### src/rtl/mem_bus_if.sv
// SM83 memory bus interface: resolves the M-cycle address, runs one valid/ready
// transaction with timeout, and stalls the core until the access completes.
package mem_bus_if_pkg;
    typedef enum logic [2:0] {
        ADDR_PC   = 3'd0,
        ADDR_GP16 = 3'd1,
        ADDR_WZ   = 3'd2,
        ADDR_FF_C = 3'd3,
        ADDR_NONE = 3'd4
    } addr_sel_t;
endpackage

module mem_bus_if
    import mem_bus_if_pkg::*;
#(
    parameter int unsigned TIMEOUT  = 16,
    parameter logic [7:0]  OPEN_BUS = 8'hFF
) (
    input  logic         clk,
    input  logic         rst_n,
    input  addr_sel_t    addr_sel_i,
    input  logic [15:0]  pc_i,
    input  logic [15:0]  gp16_i,
    input  logic [15:0]  wz_i,
    input  logic [7:0]   c_reg_i,
    input  logic         rd_en_i,
    input  logic         wr_en_i,
    input  logic [7:0]   wr_data_i,
    output logic         stall_o,
    output logic [7:0]   rd_data_o,
    output logic         rd_valid_o,
    output logic         bus_err_o,
    output logic         req_conflict_o,
    mem_bus_if_if.master bus
);

    localparam int unsigned CNT_W = (TIMEOUT > 1) ? $clog2(TIMEOUT) : 1;

    typedef enum logic {S_IDLE, S_BUSY} state_t;

    state_t      state_q, state_d;
    logic [15:0] addr_q, addr_d;
    logic [7:0]  wdata_q, wdata_d;
    logic        we_q, we_d;
    logic        valid_q, valid_d;
    logic [CNT_W-1:0] cnt_q, cnt_d;
    logic        err_q, err_d;
    logic        conflict_q, conflict_d;

    logic [15:0] addr_mux;
    logic        req;
    logic        stall_c;
    logic        rd_valid_c;
    logic [7:0]  rd_data_c;

    // Address source decode
    always_comb begin
        addr_mux = 16'h0000;
        case (addr_sel_i)
            ADDR_PC:   addr_mux = pc_i;
            ADDR_GP16: addr_mux = gp16_i;
            ADDR_WZ:   addr_mux = wz_i;
            ADDR_FF_C: addr_mux = {8'hFF, c_reg_i};
            default:   addr_mux = 16'h0000;
        endcase
    end

    assign req = (rd_en_i | wr_en_i) && (addr_sel_i != ADDR_NONE);

    // Next-state and core-facing handshake
    always_comb begin
        state_d    = state_q;
        addr_d     = addr_q;
        wdata_d    = wdata_q;
        we_d       = we_q;
        valid_d    = valid_q;
        cnt_d      = cnt_q;
        err_d      = err_q;
        conflict_d = conflict_q | (rd_en_i & wr_en_i);
        stall_c    = 1'b0;
        rd_valid_c = 1'b0;
        rd_data_c  = 8'h00;

        case (state_q)
            S_IDLE: begin
                if (req) begin
                    stall_c = 1'b1;
                    addr_d  = addr_mux;
                    we_d    = wr_en_i;
                    wdata_d = wr_data_i;
                    valid_d = 1'b1;
                    cnt_d   = '0;
                    state_d = S_BUSY;
                end else if (rd_en_i && !wr_en_i) begin
                    // Read with no address source: float-high bus value, no transaction
                    rd_valid_c = 1'b1;
                    rd_data_c  = OPEN_BUS;
                end
            end
            S_BUSY: begin
                if (bus.bus_ready) begin
                    if (!we_q) begin
                        rd_valid_c = 1'b1;
                        rd_data_c  = bus.bus_rdata;
                    end
                    valid_d = 1'b0;
                    state_d = S_IDLE;
                end else if (cnt_q == CNT_W'(TIMEOUT - 1)) begin
                    if (!we_q) begin
                        rd_valid_c = 1'b1;
                        rd_data_c  = OPEN_BUS;
                    end
                    err_d   = 1'b1;
                    valid_d = 1'b0;
                    state_d = S_IDLE;
                end else begin
                    stall_c = 1'b1;
                    cnt_d   = cnt_q + CNT_W'(1);
                end
            end
            default: state_d = S_IDLE;
        endcase
    end

    always_ff @(posedge clk or negedge rst_n) begin
        if (!rst_n) begin
            state_q    <= S_IDLE;
            addr_q     <= 16'h0000;
            wdata_q    <= 8'h00;
            we_q       <= 1'b0;
            valid_q    <= 1'b0;
            cnt_q      <= '0;
            err_q      <= 1'b0;
            conflict_q <= 1'b0;
        end else begin
            state_q    <= state_d;
            addr_q     <= addr_d;
            wdata_q    <= wdata_d;
            we_q       <= we_d;
            valid_q    <= valid_d;
            cnt_q      <= cnt_d;
            err_q      <= err_d;
            conflict_q <= conflict_d;
        end
    end

    // Core handshake is forced quiet while reset is held
    assign stall_o        = rst_n & stall_c;
    assign rd_valid_o     = rst_n & rd_valid_c;
    assign rd_data_o      = rd_valid_o ? rd_data_c : 8'h00;
    assign bus_err_o      = err_q;
    assign req_conflict_o = conflict_q;

    assign bus.bus_addr  = addr_q;
    assign bus.bus_wdata = wdata_q;
    assign bus.bus_we    = we_q;
    assign bus.bus_valid = valid_q;

endmodule
### src/rtl/mem_bus_if_if.sv
// External memory bus bundle between the core-side bus interface (master)
// and the memory/peripheral target (slave).
interface mem_bus_if_if;
    logic [15:0] bus_addr;
    logic [7:0]  bus_wdata;
    logic        bus_we;
    logic        bus_valid;
    logic        bus_ready;
    logic [7:0]  bus_rdata;

    modport master (
        output bus_addr, bus_wdata, bus_we, bus_valid,
        input  bus_ready, bus_rdata
    );

    modport slave (
        input  bus_addr, bus_wdata, bus_we, bus_valid,
        output bus_ready, bus_rdata
    );
endinterface

### src/flat_wrapper.sv
// flat-port wrapper written by rule: the top's interface ports become plain ports
module mem_bus_if_flat import mem_bus_if_pkg::*;
#(
    parameter int unsigned TIMEOUT  = 16,
    parameter logic [7:0]  OPEN_BUS = 8'hFF
)
  (clk, rst_n, addr_sel_i, pc_i, gp16_i, wz_i, c_reg_i, rd_en_i, wr_en_i, wr_data_i, stall_o, rd_data_o, rd_valid_o, bus_err_o, req_conflict_o, bus_bus_addr, bus_bus_wdata, bus_bus_we, bus_bus_valid, bus_bus_ready, bus_bus_rdata);
  mem_bus_if_if bus_i ();
  input  logic clk;
  input  logic rst_n;
  input  addr_sel_t addr_sel_i;
  input  logic [15:0] pc_i;
  input  logic [15:0] gp16_i;
  input  logic [15:0] wz_i;
  input  logic [7:0] c_reg_i;
  input  logic rd_en_i;
  input  logic wr_en_i;
  input  logic [7:0] wr_data_i;
  output logic stall_o;
  output logic [7:0] rd_data_o;
  output logic rd_valid_o;
  output logic bus_err_o;
  output logic req_conflict_o;
  output wire logic [$bits(bus_i.bus_addr)-1:0] bus_bus_addr;
  output wire logic [$bits(bus_i.bus_wdata)-1:0] bus_bus_wdata;
  output wire logic [$bits(bus_i.bus_we)-1:0] bus_bus_we;
  output wire logic [$bits(bus_i.bus_valid)-1:0] bus_bus_valid;
  input wire logic [$bits(bus_i.bus_ready)-1:0] bus_bus_ready;
  input wire logic [$bits(bus_i.bus_rdata)-1:0] bus_bus_rdata;
  assign bus_bus_addr = bus_i.bus_addr;
  assign bus_bus_wdata = bus_i.bus_wdata;
  assign bus_bus_we = bus_i.bus_we;
  assign bus_bus_valid = bus_i.bus_valid;
  assign bus_i.bus_ready = bus_bus_ready;
  assign bus_i.bus_rdata = bus_bus_rdata;
  mem_bus_if #(.TIMEOUT(TIMEOUT), .OPEN_BUS(OPEN_BUS)) u_core (.clk(clk), .rst_n(rst_n), .addr_sel_i(addr_sel_i), .pc_i(pc_i), .gp16_i(gp16_i), .wz_i(wz_i), .c_reg_i(c_reg_i), .rd_en_i(rd_en_i), .wr_en_i(wr_en_i), .wr_data_i(wr_data_i), .stall_o(stall_o), .rd_data_o(rd_data_o), .rd_valid_o(rd_valid_o), .bus_err_o(bus_err_o), .req_conflict_o(req_conflict_o), .bus(bus_i));
endmodule
### config.mk
export PLATFORM = sky130hd
export DESIGN_NAME = mem_bus_if_flat
export DESIGN_NICKNAME = d
export VERILOG_FILES = /design/src/rtl/mem_bus_if.sv /design/src/rtl/mem_bus_if_if.sv /design/src/flat_wrapper.sv
export SDC_FILE = /design/constraint.sdc
export NUM_CORES = 1
export LEC_CHECK = 0
export CORE_ASPECT_RATIO = 0.5
export CORE_MARGIN = 10
export CORE_UTILIZATION = 39
export CTS_BUF_LIST = sky130_fd_sc_hd__clkbuf_16
export DETAILED_ROUTE_END_ITERATION = 16
export GPL_TIMING_DRIVEN = 0
export PLACE_DENSITY = 0.92
export SETUP_SLACK_MARGIN = 0.15
export SLEW_MARGIN = 20
export SYNTH_ARGS = -nofsm -noshare
export SYNTH_HDL_FRONTEND = slang
export SYNTH_SLANG_ARGS = --single-unit
### constraint.sdc
create_clock -name clk -period 3.9 [get_ports clk]
set_input_delay 0.975 -clock clk [delete_from_list [all_inputs] [get_ports clk]]
set_output_delay 0.975 -clock clk [all_outputs]
set_load 0.02 [all_outputs]
---- After elaboration in Yosys (flattened, before gate mapping) ----
Index checks and enable logic that the tools add are counted.
Widths: inputs -> output; s select.
operators by class
  add/sub/neg operators ................... 1
  $mul .................................... 0
  divide/modulo/power cells ............... 0
  magnitude comparators ................... 0
  equality and inequality tests ........... 9
  shift operators ......................... 0
  muxes and demuxes ....................... 27
  bitwise operators ....................... 7
  reductions and logical operators ........ 8
operators by type and width
  cell                 number
  $pmux 16 s4          1
  $mux 8               7
  $pmux 8 s2           1
  $mux 4               3
  $mux 1               11
  $pmux 4 s2           1
  $eq 3x2->1 const B   2
  $ne 3x3->1 const B   2
  $pmux 1 s2           3
  $reduce_and 3->1     2
  $add 4x1->4 const B  1
  $eq 4x4->1 const B   1
  $ne 2x2->1 const B   2
  $reduce_and 2->1     2
  $and 1x1->1          3
  $eq 3x1->1 const B   1
  $logic_not 3->1      1
  $logic_and 1x1->1    2
  $ne 2x1->1 const B   1
  $not 1->1            2
  $or 1x1->1           2
  $logic_not 1->1      1
storage, ports and cells
  register bits ........................... 33
  latch bits .............................. 0
  RAM bits ................................ 0
  memory bits (read-only) ................. 0
  input bits .............................. 80
  output and inout bits ................... 38
  memories kept ........................... 0

---- Depth between registers and ports, before layout ----
Gate-level depths: netlist of the first run.
  depth in word-level cells ............... 7
  mapped depth ............................ 6
  gate-level depth less buffers ........... 4

---- Worst setup path before layout of the first run ----
No wires, ideal clock.
  kind .................................... in2out
  start ................................... in addr_sel_i[1]
  end ..................................... out rd_data_o[0]
  arrival ................................. 2.142 ns
  required time ........................... 2.925 ns
  setup slack ............................. 0.783 ns
  cell stages on the path ................. 4
  path buffers ............................ 1
  cell sequence ........................... buf_4 > nor3b_4 > a22oi_1 > nor3_1
between the ends
  longest elaborated chain between the ends .. 6
ends and longest elaborated chain
  what                 RTL line            source
  from (decl)          flat_wrapper.sv:11  input addr_sel_t addr_sel_i;
  $ne 3x3->1 *         mem_bus_if.sv:68    assign req = (rd_en_i | wr_en_i) && (addr_sel_i != ADDR_NONE);
  $logic_and 1x1->1 *  mem_bus_if.sv:68
  $mux 1               mem_bus_if.sv:86    if (req) begin
  $pmux 1 s2           mem_bus_if.sv:84    case (state_q)
  $and 1x1->1          mem_bus_if.sv:149   assign rd_valid_o = rst_n & rd_valid_c;
  $mux 8 *             mem_bus_if.sv:150   assign rd_data_o = rd_valid_o ? rd_data_c : 8'h00;
  to (decl)            flat_wrapper.sv:20  output logic [7:0] rd_data_o;
Mark *: on every way between the ends. The rest lies on a longest branch, timed or not.

---- Final worst setup path of the first run ----
  start ................................... in rd_en_i
  end ..................................... out rd_data_o[2]
between the ends
  longest elaborated chain between the ends .. 6
ends and longest elaborated chain
  what                                             RTL line                            source
  from (decl)                                      flat_wrapper.sv:16                  input logic rd_en_i;
  $logic_and 1x1->1 or $or 1x1->1 (tied branches)  mem_bus_if.sv:94, mem_bus_if.sv:68
  $mux 1 or $logic_and 1x1->1 (tied branches)      mem_bus_if.sv:94, mem_bus_if.sv:68
  $mux 1                                           mem_bus_if.sv:86
  $pmux 1 s2                                       mem_bus_if.sv:84
  $and 1x1->1                                      mem_bus_if.sv:149
  $mux 8 *                                         mem_bus_if.sv:150
Marked as above.

==> results of run 1 <==
[routing by layer]
metal | GRT usage, % | vias to the layer above | wire length [um]
met1 | 19.4 | 929 | 2660
li1 | - | 845 | -
met5 | 0 | - | 0
met2 | 35.9 | 73 | 4210
met4 | 9.94 | 0 | 275
met3 | 4.13 | 23 | 337
[cells in the mapped netlist (3+ instances only)]
cell type / instances / area (um2)
a22o_1: 8 / 70.1
buf_4: 3 / 22.5
buf_6: 4 / 45.0
clkbuf_1: 4 / 15.0
dfrtp_1: 33 / 826
mux2_2: 14 / 158
mux2_4: 3 / 45.0
mux2i_1: 3 / 30.0
mux4_2: 8 / 180
nand2b_1: 5 / 31.3
nand3_1: 3 / 15.0
nor3_1: 9 / 45.0
o21ai_0: 18 / 90.1
o22ai_1: 10 / 62.6
o31ai_1: 8 / 60.1
[cells by family after synthesis]
group / share of synthesized area [%]
AOI/OAI and AO/OA: 18.9
DFF: 44.9
muxes: 22.4
and+or+nand+nor: 8.02
buffers and inverters: 5.10
adders and majority gates: 0.680
[critical path: cells and delay by family]
kind / cells / cell delay (ns)
AOI/OAI and AO/OA: 1 / 0.24
buffers and inverters: 2 / 0.89
and+or+nand+nor: 2 / 0.52
[metrics by stage]
step	utilization [%]	worst slack (ns)	setup TNS, ns	hold slack [ns]
final	72.2	0.303	0	0.493
after global routing	72.2	0.161	0	0.491
after CTS	72.0	0.157	0	0.493
after detailed placement	68.7	-0.0701	-0.469	0.470
after global placement	68.3	-0.891	-8.19	0.443
after floorplan	-	0.783	0	0.479
[sequential cells by signal (all words and copies together), names as in the netlist]
signal / flops
u_core.bus.bus_valid: 1
u_core.bus.bus_we: 1
u_core.bus.bus_addr: 16
u_core.req_conflict_o: 1
u_core.state_q: 1
u_core.cnt_q: 4
u_core.bus.bus_wdata: 8
u_core.bus_err_o: 1
[cell type report]
type | instances | share of cell area, %
well taps | 57 | 2.21
multi-input cells | 106 | 29.1
inverters | 2 | 0.233
clock buffers | 5 | 3.88
plain buffers | 12 | 2.72
repair buffers | 115 | 35.7
clock inverters | 3 | 0.543
flip-flops and latches | 33 | 25.6
[power by group through the flow]
stage	Sequential, W	Combinational (W)	Clock [W]
6_report	0.000518	0.000678	0.000384
3_5_place_dp	0.000517	0.000677	0
4_1_cts	0.000516	0.000684	0.000387
5_1_grt	0.000529	0.000724	0.000402
2_1_floorplan	0.000607	0.000234	0
3_3_place_gp	0.000508	0.000657	0
[layout by cell type, fill, tap and decap left out, types with 2 or more instances in the layout]
cell and instances:
mux4_2 8, a22o_1 8, nand3_1 3, buf_6 4, dlymetal6s2s_1 2, mux2_2 14
dfrtp_1 33, nand2b_1 5, mux2i_1 3, o22ai_1 9, dlygate4sd2_1 8, buf_4 3
clkinv_2 2, o21ai_0 18, o21bai_1 2, nand2_1 2, clkbuf_1 3, o31ai_1 8
inv_1 2, mux2_4 3, nor3_1 9, clkbuf_16 5, clkdlybuf4s50_1 103
[worst max-delay path by stage]
stage	cells after the start	startpoint	endpoint	slack, ns
3_5_place_dp	5	rd_en_i	rd_data_o[2]	-0.07
6_report	5	rd_en_i	rd_data_o[2]	0.30
5_1_grt	5	wr_en_i	rd_data_o[2]	0.16
3_3_place_gp	5	rst_n	rd_data_o[6]	-0.89
2_1_floorplan	4	addr_sel_i[1]	rd_data_o[0]	0.78
4_1_cts	5	bus_bus_ready	rd_valid_o	0.16
==> results.cfg, run 1 <==
[power_and_ir_drop]
power.switching_w = 0.000548
power_w = 0.00158
power.internal_w = 0.00103
swShare_pct = 34.7
powerDensity_mw_per_mm2 = 490
leakagePower_nw = 1.34
ir_drop_mv = 0.221
clockPowerShare_pct = 24.3
seqPwrFrac_pct = 32.8
power_frac_comb_pct = 42.9

[timing]
relSlewSlack_pct = 60.7
setup_violations = 0
period_share_pct = 92.2
hold_viol = 0
tightestPinTransition_ns = 0.588
max_freq_mhz = 278
grt_setup_unrepaired = false
slew_viol_final = 0
fin_crit_ns = 3.60
skew_ns = 0.00523

[worst_setup_path]
max_stage_delay_ns = 0.52
cp_max_fo = 8
reg2reg_setup_slack_ns = 2.15
worstReg2RegEnd = u_core.bus.bus_we
cp.arrival_ns = 2.62
path_class = input port to primary output
start_kind = input port
required_ns = 2.92
endpoint_kind = primary output
crit_slowest_cell = clkdlybuf4s50_1
r2r_cells = 5
cp_cell_sequence = clkdlybuf4s50_1 > nor3b_2 > a21boi_1 > nor3_1 > dlygate4sd2_1
r2r_start = u_core.state_q

[synthesis]
synthArstFlopShare_pct = 100
synthFlopType = dfrtp_1
syn_nets = 234
synth_seq_cells = 33
syn_inst = 153
synth-edff-count = 0
syn_area_mm2 = 0.00184
yosysWarnings = 0
synth-seq-area-share_pct = 44.9
ys_types = 32
syn_area_per_cell_um2 = 12.0

[grt]
grt_antenna_before_repair = 0
gr-total-overflow = 0
grt_max_degree = 34
grt_first_pass_wirelength_mm = 11.3
grt_use_total_pct = 18.7
grt_pass1_vias = 2054

[job]
cap_violations = 0

[drt]
ant_nets = 0
drc = 0
drt-total-wl_mm = 7.49
viasPerCell = 5.62
dr_total_vias = 1870
drtIter0Drc = 64
drtPass1Iterations = 4
wl_per_cell_um = 22.5

[placed_design]
portBuffers = 114
dp_cells = 325
place.gp.congestion = 0.840
placed_area_mm2 = 0.00307
post-dp-hpwl_mm = 5.71

[cts]
htree_levels = 2
numCtsBuffers = 5
clkTransAtPathRegs_ns = 0.05
clk_path_buf_depth = 2
insertion_delay_ns = 0.28
cts_tree = done
cts_root_buffer = clkbuf_16
cts-resized-gates = 12
cts_hold_buf = 0
clock-sinks = 33
postCtsSetupBuffers = 0

[cells_and_area]
finalNetCount = 356
nFillCells = 286
syn_to_final_growth_pct = 75.1
multi_input_area_um2 = 937
design_area_mm2 = 0.00322
final-seq-area_um2 = 826
drive_above_1_share_pct = 17.4
fin_cells = 333
num_antenna_cells = 0

[die]
core_area_mm2 = 0.00447
fp.dieW_um = 117
fp.dieH_um = 68.6
rows = 17
start_util_pct = 41.2
dieArea_mm2 = 0.00803
ioPinCount = 118

[outcome]
outcome = complete, no violations

[worst_hold_path]
hold_class = input port to asynchronous set/reset pin
(Power assumes the default switching activity.)
==> inputs of run 2 (changes only) <==
--- a/config.mk
+++ b/config.mk
@@ -12,7 +12,7 @@
 export DETAILED_ROUTE_END_ITERATION = 16
 export GPL_TIMING_DRIVEN = 0
 export PLACE_DENSITY = 0.92
-export SETUP_SLACK_MARGIN = 0.15
+export SETUP_SLACK_MARGIN = 0.5
 export SLEW_MARGIN = 20
 export SYNTH_ARGS = -nofsm -noshare
 export SYNTH_HDL_FRONTEND = slang
==> constraint.sdc (replaced) <==
create_clock -name clk -period 4.3 [get_ports clk]
set_input_delay 1.075 -clock clk [delete_from_list [all_inputs] [get_ports clk]]
set_output_delay 1.075 -clock clk [all_outputs]
set_load 0.02 [all_outputs]
==> run 2 against run 1 <==
  * Sequential power down 9.1%
  * Register-to-register slack improved by 0.37 ns
  * Non-clock buffer count unchanged
  * Setup slack improved by 0.24 ns
  * Cell area is 0.23% lower
  * Utilization shrank 0.17 points
  * Global-route usage did not move
  * Final cell count unchanged
  * Worst hold slack hardly changed
  * Via count decreased by 0.21%
  * Critical endpoint is now stall_o
  * Largest power group unchanged
  * Highest routed layer unchanged
==> results.cfg, run 2 (same netlist as run 1, synthesis figures left out) <==
[outcome]
outcome = complete, no violations

[drt]
ant_nets = 0
drtIter0Drc = 81
drtPass1Iterations = 4
drc = 0
wl_per_cell_um = 22.5
viasPerCell = 5.60
dr_total_vias = 1866
drt-total-wl_mm = 7.48

[die]
ioPinCount = 118
rows = 17
core_area_mm2 = 0.00447
fp.dieH_um = 68.6
fp.dieW_um = 117
start_util_pct = 41.2
dieArea_mm2 = 0.00803

[grt]
grt_max_degree = 34
grt_antenna_before_repair = 0
grt_first_pass_wirelength_mm = 11.3
grt_use_total_pct = 18.7
gr-total-overflow = 0
grt_pass1_vias = 2054

[cells_and_area]
nFillCells = 287
finalNetCount = 356
num_antenna_cells = 0
syn_to_final_growth_pct = 74.7
largest_register_ff_count = 16
drive_above_1_share_pct = 18.8
final_common_cell = clkdlybuf4s50_1
final_cell_mix = clkdlybuf4s50_1, dfrtp_1, o21ai_0

[job]
cap_violations = 0

[timing]
skew_ns = 0.00538
fin_crit_ns = 3.76
hold_viol = 0
grt_setup_unrepaired = true
relSlewSlack_pct = 61.5
setup_violations = 0
period_share_pct = 87.4
finalWorstSetupSlack_ns = 0.543
tightestPinTransition_ns = 0.576
max_freq_mhz = 266
tns_ns = 0
slew_viol_final = 0

[power_and_ir_drop]
power.internal_w = 0.000936
power.switching_w = 0.000499
leakagePower_nw = 1.31
powerDensity_mw_per_mm2 = 446
seqPwrFrac_pct = 32.8
swShare_pct = 34.8
ir_drop_mv = 0.200
power_w = 0.00144
power_frac_comb_pct = 43.0
clockPowerShare_pct = 24.2

[cts]
htree_levels = 2
cts_tree = done
numCtsBuffers = 5
clk_path_buf_depth = 2
clkTransAtPathRegs_ns = 0.05
insertion_delay_ns = 0.28
cts_hold_buf = 0
cts_root_buffer = clkbuf_16
clock-sinks = 33

[placed_design]
portBuffers = 114
dp_slack_ns = 0.130
place.gp.congestion = 0.840
post-dp-hpwl_mm = 5.71

[worst_setup_path]
max_stage_delay_ns = 0.52
crit_slowest_cell = clkdlybuf4s50_1
crit_start = wr_en_i
cp.arrival_ns = 2.68
start_kind = input port
required_ns = 3.22
path_class = input port to primary output
endpoint_kind = primary output
cp_cell_sequence = clkdlybuf4s50_1 > o21bai_1 > o22ai_2 > and2_1 > dlygate4sd2_1
cp_max_fo = 4
r2r_start = u_core.state_q

[worst_hold_path]
hold_class = flop to flop
hp-start = u_core.req_conflict_o
[run 2: cell types whose count changed in the layout (fill, tap and decap cells not counted)]
cell | previous run | this run
clkdlybuf4s15_1 | 0 | 1
clkbuf_2 | 1 | 4
nor3b_4 | 1 | 2
a21boi_2 | 0 | 1
a21boi_1 | 1 | 0
dlygate4sd2_1 | 8 | 6
nor3b_2 | 1 | 0
dlymetal6s2s_1 | 2 | 0
[run 2: metrics by stage]
stage                     utilization, %  instances  area, um2  hold WS [ns]
after floorplan                        -        153       1840         0.479
after global placement              68.3        324       3050         0.443
after detailed placement            68.7        325       3070         0.470
after CTS                           72.0        333       3220         0.495
after global routing                72.0        333       3220         0.526
final                               72.0        333       3220         0.493
[run 2: power by group through the flow]
stage | logic (W) | clock network (W) | registers, W
after floorplan | 0.000212 | 0 | 0.000550
after global placement | 0.000596 | 0 | 0.000460
after detailed placement | 0.000614 | 0 | 0.000469
after CTS | 0.000618 | 0.000351 | 0.000468
after global routing | 0.000657 | 0.000365 | 0.000480
final | 0.000617 | 0.000348 | 0.000471
[run 2: what timing repair did]
action	in CTS	in global routing
endpoints found under the setup margin	10	8
buffers inserted	0	0
gates resized for setup	14	12
[run 2: path summary, 6_finish.rpt]
path	cells past startpoint	slack [ns]	endpoint
max	5	0.54	stall_o
min	1	0.49	u_core.req_conflict_o
max reg2reg	5	2.52	u_core.bus.bus_we
min reg2reg	1	0.49	u_core.req_conflict_o
max in group asynchronous	2	3.34	u_core.state_q
min in group asynchronous	1	0.59	u_core.req_conflict_o
[run 2: layer usage]
metal	track usage (%)	part of all wire, %
met2	35.9	56
met3	4.13	4.3
met1	19.4	36
met4	9.94	3.8
met5	0	0
[run 2: area by class of cell]
type	count	area, um2	share of cell area, %
repair buffers	115	1130	35.3
multi-input cells	106	947	29.5
clock inverters	3	17.5	0.545
inverters	2	7.51	0.233
well taps	57	71.3	2.22
plain buffers	12	87.6	2.72
clock buffers	5	125	3.89
flip-flops and latches	33	826	25.7
[run 2: critical path, delay by kind of cell]
| family | cells | cell delay (ns) |
|---|---|---|
| simple gates | 1 | 0.18 |
| buf+inv | 2 | 0.84 |
| compound gates | 2 | 0.59 |
==> inputs of run 3 (changes only) <==
--- a/config.mk
+++ b/config.mk
@@ -6,10 +6,11 @@
 export NUM_CORES = 1
 export LEC_CHECK = 0
 export CORE_ASPECT_RATIO = 0.5
-export CORE_MARGIN = 10
+export CORE_MARGIN = 4
 export CORE_UTILIZATION = 39
 export CTS_BUF_LIST = sky130_fd_sc_hd__clkbuf_16
 export DETAILED_ROUTE_END_ITERATION = 16
+export GPL_ROUTABILITY_DRIVEN = 0
 export GPL_TIMING_DRIVEN = 0
 export PLACE_DENSITY = 0.92
 export SETUP_SLACK_MARGIN = 0.5
==> run 3 against run 2 <==
  * Global-route usage rose by 5.1 points
  * Clock-buffer cell count did not move
  * Sequential share of layout area rose by 0.12 points
  * Combinational power is essentially flat
  * Wire length fell by 6.9%
  * Clock power decreased by 1%
  * Critical path depth did not move
  * Register-to-register slack about the same
  * Flip-flop and latch count is the same
  * Setup slack worse by 0.040 ns
==> results.cfg, run 3 (same netlist as run 1, synthesis figures left out) <==
[timing]
skew_ns = 0.00420
period_share_pct = 88.3
fin_crit_ns = 3.80
slew_viol_final = 0
grt_setup_unrepaired = true
max_freq_mhz = 263
setup_violations = 0
tightestPinTransition_ns = 0.602
hold_viol = 0
relSlewSlack_pct = 59.7

[grt]
gr-total-overflow = 0
grt_pass1_vias = 2092
grt_first_pass_wirelength_mm = 11.1
grt_antenna_before_repair = 0
grt_use_total_pct = 23.9
grt_max_degree = 36

[cells_and_area]
largest_register_ff_count = 16
fin_cells = 332
syn_to_final_growth_pct = 73.9
design_area_mm2 = 0.00320
final_cell_mix = clkdlybuf4s50_1, dfrtp_1, o21ai_0
drive_above_1_share_pct = 18.2
finalNetCount = 355
final_common_cell = clkdlybuf4s50_1
num_antenna_cells = 0

[worst_setup_path]
cp.arrival_ns = 2.72
required_ns = 3.22
crit_start = wr_en_i
start_kind = input port
worstReg2RegEnd = u_core.bus.bus_wdata[7]
cp_max_fo = 8
endpoint_kind = primary output
crit_slowest_cell = clkdlybuf4s50_1
r2r_cells = 5
max_stage_delay_ns = 0.52
r2r_start = u_core.state_q
reg2reg_setup_slack_ns = 2.53
cp-endpoint = rd_data_o[4]
path_class = input port to primary output
cp_cell_sequence = clkdlybuf4s50_1 > nor3b_4 > a22oi_2 > nor3_1 > dlygate4sd1_1

[die]
fp.dieH_um = 56.6
ioPinCount = 118
start_util_pct = 41.2
core_area_mm2 = 0.00447
dieArea_mm2 = 0.00595
rows = 17
fp.dieW_um = 105

[job]
cap_violations = 0

[worst_hold_path]
hold_class = flop to flop

[placed_design]
portBuffers = 114
placed_area_mm2 = 0.00305
dp_cells = 324
post-dp-hpwl_mm = 5.04

[cts]
clk_path_buf_depth = 2
clkTransAtPathRegs_ns = 0.05
clock-sinks = 33
cts_root_buffer = clkbuf_16
cts_hold_buf = 0
insertion_delay_ns = 0.28
numCtsBuffers = 5
htree_levels = 2
cts_tree = done

[drt]
dr_total_vias = 1914
drt-total-wl_mm = 6.97
wl_per_cell_um = 21.0
viasPerCell = 5.77
drtIter0Drc = 77
drc = 0
drtPass1Iterations = 4
ant_nets = 0

[outcome]
outcome = complete, no violations

[power_and_ir_drop]
powerDensity_mw_per_mm2 = 446
leakagePower_nw = 1.30
ir_drop_mv = 0.223
power_w = 0.00143
run 3: power by group:
group | total (W) | leakage (nW) | switching [W] | internal (W)
clock network | 0.000343 | 0.0687 | 0.000133 | 0.000209
registers | 0.000470 | 0.409 | 0.0000695 | 0.000401
logic | 0.000616 | 0.823 | 0.000294 | 0.000322
run 3: area by class of cell:
type,instances,area [um2]
Buffer,12,90.1
Clock buffer,5,125
Clock inverter,3,12.5
Fill cell,286,1270
Inverter,2,7.51
Multi-Input combinational cell,106,952
Sequential cell,33,826
Tap cell,57,71.3
Timing Repair Buffer,114,1120
run 3: how the worst min path moves through the flow:
stage          cells past startpoint                  start                     to  slack, ns
2_1_floorplan                      1        u_core.cnt_q[0]        u_core.cnt_q[0]       0.48
3_3_place_gp                       1  u_core.req_conflict_o  u_core.req_conflict_o       0.45
3_5_place_dp                       1  u_core.req_conflict_o  u_core.req_conflict_o       0.45
4_1_cts                            1  u_core.req_conflict_o  u_core.req_conflict_o       0.46
5_1_grt                            1  u_core.req_conflict_o  u_core.req_conflict_o       0.47
6_report                           1  u_core.req_conflict_o  u_core.req_conflict_o       0.46
run 3: stage by stage:
step                      hold WS, ns  util, %  TNS (ns)  setup slack [ns]
final                           0.460     71.7         0             0.503
after global routing            0.474     71.7         0             0.485
after CTS                       0.463     71.7         0             0.505
after detailed placement        0.452     68.2         0             0.116
after global placement          0.450     68.3     -6.03            -0.673
after floorplan                 0.479        -         0             0.983
run 3: repair_timing:
| item | in CTS | in global routing |
|---|---|---|
| setup endpoints to repair | 10 | 8 |
| gates resized for setup | 17 | 14 |
| setup buffers | 0 | 0 |
run 3: critical path, delay by kind of cell:
kind                   cells  cell delay [ns]
AO/OA/AOI/OAI              1             0.20
buffers and inverters      2             0.87
AND/OR/NAND/NOR            2             0.58
run 3: metal layers:
layer	wire (um)	GRT usage (%)	vias up
met5	0	0	-
met2	3650	42.5	80
met1	2620	26.1	953
met4	414	14.6	0
li1	-	-	837
met3	291	5.63	44
